## src/rtl/cnn_pkg.sv

```systemverilog
// Shared CNN datapath constants, width helpers and the accumulator FSM encoding.
package cnn_pkg;

  localparam int unsigned DEF_PWIDTH = 16;
  localparam int unsigned DEF_DWIDTH = 20;
  localparam int unsigned DEF_KSIZE  = 9;

  typedef enum logic {
    StIdle  = 1'b0,
    StAccum = 1'b1
  } accum_state_e;

  function automatic int unsigned clog2(input int unsigned value);
    int unsigned result;
    result = 0;
    while ((64'(1) << result) < 64'(value)) begin
      result++;
    end
    return result;
  endfunction

  // Wide enough for KSIZE full-scale products plus a full-scale bias.
  function automatic int unsigned acc_width(input int unsigned pwidth,
                                            input int unsigned dwidth,
                                            input int unsigned ksize);
    int unsigned prod_sum_w;
    prod_sum_w = pwidth + clog2(ksize);
    return ((dwidth > prod_sum_w) ? dwidth : prod_sum_w) + 1;
  endfunction

endpackage

```

## src/rtl/relu_sat.sv

```systemverilog
// Combinational requantiser: optional ReLU, then signed saturation from IN_W to OUT_W bits.
module relu_sat #(
  parameter int unsigned IN_W  = 21,
  parameter int unsigned OUT_W = 20
) (
  input  logic signed [IN_W-1:0]  sum_i,
  input  logic                    en_relu_i,
  output logic signed [OUT_W-1:0] result_o,
  output logic                    sat_o
);

  if (IN_W <= OUT_W) begin : g_width_check
    $error("relu_sat: IN_W must exceed OUT_W");
  end

  // In range only when every bit above the output sign bit matches it.
  logic [IN_W-OUT_W:0] top_bits;
  assign top_bits = sum_i[IN_W-1:OUT_W-1];

  always_comb begin
    result_o = sum_i[OUT_W-1:0];
    sat_o    = 1'b0;
    if (en_relu_i && sum_i[IN_W-1]) begin
      result_o = '0;
    end else if (!(&top_bits) && (|top_bits)) begin
      sat_o    = 1'b1;
      result_o = sum_i[IN_W-1] ? {1'b1, {(OUT_W-1){1'b0}}} : {1'b0, {(OUT_W-1){1'b1}}};
    end
  end

endmodule

```

## src/rtl/conv_accum.sv

```systemverilog
// Accumulates KSIZE signed products plus a per-window bias into one requantised result,
// emitted as a one-cycle valid strobe for the downstream pooling stage.
module conv_accum
  import cnn_pkg::*;
#(
  parameter int unsigned PWIDTH = DEF_PWIDTH,
  parameter int unsigned DWIDTH = DEF_DWIDTH,
  parameter int unsigned KSIZE  = DEF_KSIZE
) (
  input  logic                     clk,
  input  logic                     reset,
  input  logic                     clear,
  input  logic                     en_relu,
  input  logic signed [PWIDTH-1:0] prod_in,
  input  logic signed [DWIDTH-1:0] bias_in,
  input  logic                     valid_in,
  output logic signed [DWIDTH-1:0] data_out,
  output logic                     valid_out,
  output logic                     sat_flag
);

  if (KSIZE < 2 || KSIZE > 256) begin : g_ksize_check
    $error("conv_accum: KSIZE must be in 2..256");
  end

  localparam int unsigned AccW = acc_width(PWIDTH, DWIDTH, KSIZE);
  localparam int unsigned CntW = clog2(KSIZE);

  accum_state_e              state_q, state_d;
  logic [CntW-1:0]           tap_cnt_q, tap_cnt_d;
  logic signed [AccW-1:0]    acc_q, acc_d;
  logic signed [DWIDTH-1:0]  data_q, data_d;
  logic                      valid_q, valid_d;
  logic                      sat_q, sat_d;

  logic signed [AccW-1:0]    prod_ext, bias_ext, sum;
  logic signed [DWIDTH-1:0]  rs_result;
  logic                      rs_sat;
  logic                      last_tap;

  assign prod_ext = {{(AccW-PWIDTH){prod_in[PWIDTH-1]}}, prod_in};
  assign bias_ext = {{(AccW-DWIDTH){bias_in[DWIDTH-1]}}, bias_in};
  assign sum      = acc_q + prod_ext;
  assign last_tap = (state_q == StAccum) && (tap_cnt_q == CntW'(KSIZE - 1));

  relu_sat #(
    .IN_W (AccW),
    .OUT_W(DWIDTH)
  ) u_relu_sat (
    .sum_i    (sum),
    .en_relu_i(en_relu),
    .result_o (rs_result),
    .sat_o    (rs_sat)
  );

  always_comb begin
    state_d   = state_q;
    tap_cnt_d = tap_cnt_q;
    acc_d     = acc_q;
    data_d    = data_q;
    valid_d   = 1'b0;
    sat_d     = sat_q;
    if (clear) begin
      // Any tap presented alongside clear is dropped.
      state_d   = StIdle;
      tap_cnt_d = '0;
      acc_d     = '0;
      sat_d     = 1'b0;
    end else if (valid_in) begin
      unique case (state_q)
        StIdle: begin
          acc_d     = prod_ext + bias_ext;
          tap_cnt_d = CntW'(1);
          state_d   = StAccum;
        end
        StAccum: begin
          if (last_tap) begin
            data_d    = rs_result;
            valid_d   = 1'b1;
            sat_d     = sat_q | rs_sat;
            acc_d     = '0;
            tap_cnt_d = '0;
            state_d   = StIdle;
          end else begin
            acc_d     = sum;
            tap_cnt_d = tap_cnt_q + CntW'(1);
          end
        end
        default: state_d = StIdle;
      endcase
    end
  end

  always_ff @(posedge clk or negedge reset) begin
    if (!reset) begin
      state_q   <= StIdle;
      tap_cnt_q <= '0;
      acc_q     <= '0;
      data_q    <= '0;
      valid_q   <= 1'b0;
      sat_q     <= 1'b0;
    end else begin
      state_q   <= state_d;
      tap_cnt_q <= tap_cnt_d;
      acc_q     <= acc_d;
      data_q    <= data_d;
      valid_q   <= valid_d;
      sat_q     <= sat_d;
    end
  end

  assign data_out  = data_q;
  assign valid_out = valid_q;
  assign sat_flag  = sat_q;

endmodule

```

## config.mk

```make
export PLATFORM = sky130hd
export DESIGN_NAME = conv_accum
export DESIGN_NICKNAME = d
export VERILOG_FILES = /design/src/rtl/cnn_pkg.sv /design/src/rtl/relu_sat.sv /design/src/rtl/conv_accum.sv
export SDC_FILE = /design/constraint.sdc
export NUM_CORES = 1
export LEC_CHECK = 0
export BUFFER_PORTS_ARGS = -buffer_cell sky130_fd_sc_hd__buf_2
export CORE_MARGIN = 10
export CORE_UTILIZATION = 35
export DETAILED_ROUTE_END_ITERATION = 10
export GPL_TIMING_DRIVEN = 0
export PLACE_DENSITY = 0.52
export SKIP_LAST_GASP = 1
export SYNTH_ARGS = -nofsm -noshare
export SYNTH_HDL_FRONTEND = slang
export SYNTH_SLANG_ARGS = --single-unit
```

## constraint.sdc

```tcl
create_clock -name clk -period 7.6 [get_ports clk]
set_input_delay 0.76 -clock clk [delete_from_list [all_inputs] [get_ports clk]]
set_output_delay 0.76 -clock clk [all_outputs]
set_load 0.005 [all_outputs]
```

==> out/qor.yml <==
outcome:
  status: "finished clean"
global_routing:
  grt_pass1_vias: 3951
  grtUsageTotal: 0.144
  grt_max_degree: 49
  grt_pass1_wl_mm: 19.5
  antenna_found_initial: 1
  gr-total-overflow: 0
drt:
  first_iter_violations: 181
  via_per_inst: 5.39
  drc_errors: 0
  routed_wl_mm: 11.9
  firstDrtPassIters: 4
  vias: 3889
  final_antenna_net_count: 0
  drt-wirelength-per-cell_um: 16.5
synthesis:
  ys_top_cells_by_area: "dfrtp_1 (29%), ha_1 (13%), o21ai_0 (7.0%)"
  ys_ff_latch: 48
  yosys.area.top_type: "dfrtp_1"
  yosys_most_used_dff: "dfrtp_1"
  synth-warning-count: 0
  yosys-top-cells-count: "nand2_1 (65), o21ai_0 (58), a21oi_1 (55)"
  synth_most_common_cell: "nand2_1"
  synth_cell_types: 61
  synth-seq-area-share: 0.289
  synth.avg_cell_area_um2: 8.16
  async_reset_ff_frac: 1.00
  syn_inst: 509
  synth-edff-count: 0
  syn-cell-area_mm2: 0.00415
  yosys.area.top_type_share: 0.289
  syn-num-nets: 594
critical_path:
  criticalPathCategory: "input pin to register"
  startpoint_type: "input pin"
  end_kind: "register"
  required_ps: 7750
  arrival_ps: 3730
  worst-path-max-fanout: 7
floorplanning:
  io_pins: 63
  num_rows: 39
  die_x_um: 129
  dieArea_mm2: 0.0166
  core_area_mm2: 0.0115
  start_util: 0.361
  die_h_um: 129
run:
  maxCapViolCount: 0
clocking:
  cts_setup_buffers: 0
  clkTransAtPathRegs_ps: 70
  cts_tree: "yes"
  clock_sinks: 48
  cts_repair_resize_count: 0
  hold_buffers: 0
  cts.path.max_buffers: 2
  cts-root-buf: "clkbuf_16"
  clk_latency_ps: 290
  htreeDepth: 2
  cts_inserted_buffers: 5
timing:
  post-route-period-util: 0.471
  finalSetupViolCount: 0
  fin_crit_ps: 3580
  slew_viol_final: 0
  fin_skew_ps: 6.06
  fin_tns_setup_ps: 0
  hold_viol_final: 0
  rsz0062_at_grt: "false"
  worst_pin_slew_ps: 1170
  relSlewSlack: 0.222
  max_freq_ghz: 0.279
place:
  port_buffers: 62
  place_congestion: 0.885
  placed_area_mm2: 0.00464
  dp_hpwl_mm: 9.51
power_and_ir_drop:
  powerDensity_mw_per_mm2: 191
  leakagePower_nw: 2.35
  ir_worst_vdd_uv: 91.3
cells_and_area:
  stdcell_area_mm2: 0.00481
  fin_nets: 663
  area_growth_pct: 15.7
  num-fill-cells: 1190
  drive_gt1_frac: 0.147
  insertedDiodeCount: 0
hold_path:
  hold_path.class: "register to register"
-- flip-flops by register name, indices dropped and copies added, names as in the netlist --
signal / count
sat_flag: 1
state_q: 1
tap_cnt_q: 4
data_out: 20
acc_q: 21
valid_out: 1
-- final timing paths --
| path | startpoint | to | slack [ps] | cells after the start |
|---|---|---|---|---|
| worst max-delay path | prod_in[0] | data_out[0] | 4020 | 13 |
| worst min-delay path | data_out[15] | data_out[15] | 470 | 2 |
| worst max register to register | acc_q[0] | data_out[0] | 4230 | 12 |
| worst min register to register | data_out[15] | data_out[15] | 470 | 2 |
| max in group asynchronous | reset | data_out[1] | 6180 | 1 |
| min in group asynchronous | reset | acc_q[20] | 700 | 1 |
-- kinds of logic (layout without fill, tap and decap cells) --
| logic type | after synthesis | in the layout | share of synthesized area |
|---|---|---|---|
| AO/OA/AOI/OAI | 182 | 182 | 0.283 |
| multiplexers | 3 | 3 | 0.00723 |
| flip-flops | 48 | 48 | 0.289 |
| XOR/XNOR | 35 | 35 | 0.0738 |
| adder cells (fa/ha/maj) | 44 | 44 | 0.136 |
| buffers and inverters | 38 | 108 | 0.0401 |
| AND/OR/NAND/NOR | 159 | 159 | 0.170 |
-- final cells by class --
type,count,area [um2],share of cell area
Buffer,16,83.8,0.0174
Clock buffer,6,129,0.0268
Clock inverter,2,35.0,0.00729
Inverter,22,82.6,0.0172
Multi-Input combinational cell,423,2790,0.580
Sequential cell,48,1200,0.250
Tap cell,143,179,0.0372
Timing Repair Buffer,62,310,0.0645
-- metrics by stage --
step | std cells | util | setup slack (ps) | total power [mW] | hold slack [ps]
after floorplan | 509 | - | 4240 | 0.561 | 454
after global placement | 714 | 0.403 | 3710 | 0.658 | 466
after detailed placement | 714 | 0.403 | 3730 | 0.663 | 470
after CTS | 722 | 0.417 | 4030 | 0.924 | 486
after global routing | 722 | 0.417 | 3850 | 0.983 | 508
final | 722 | 0.417 | 4020 | 0.917 | 473
-- placed cells by master, fill, tap and decap left out, types with 3 or more instances in the layout --
cell type,n
a21o_1,10
or3_1,4
and3_1,5
o21bai_1,5
xnor2_1,18
a22o_1,5
ha_1,42
o211ai_1,3
o21a_1,8
buf_2,63
a21oi_1,55
nand2b_1,10
xor2_1,17
mux2i_1,3
inv_1,21
a211oi_2,3
o22a_1,3
o221ai_1,3
o21ai_0,58
clkbuf_16,5
dfrtp_1,48
nor2_1,40
nor3_1,11
nand3_1,11
clkbuf_1,10
nor2b_1,6
nand2_1,65
-- routing by layer --
layer,vias up,share of wire,routed length (um),global-route usage
met1,1823,0.47,5640,0.184
li1,1979,-,-,-
met4,2,0.011,128,0.0361
met2,73,0.48,5740,0.250
met5,-,0.00059,7,0
met3,12,0.032,381,0.0214
-- worst max-delay path, cell delays in order --
cell,delay [ps]
buf_2,110
ha_1,210
fa_1,440
a211oi_2,230
o211ai_1,170
a211oi_2,330
a21oi_2,130
a31oi_4,310
nor2_2,100
a311oi_4,380
o21ai_0,250
a21oi_1,200
a21oi_1,80
-- report_power, final --
part | internal, mW | switching (mW) | leakage, nW
sequential | 0.269 | 0.00836 | 0.654
combinational | 0.149 | 0.232 | 1.61
clock | 0.155 | 0.103 | 0.0808
Power figures use the tool's default switching activity.
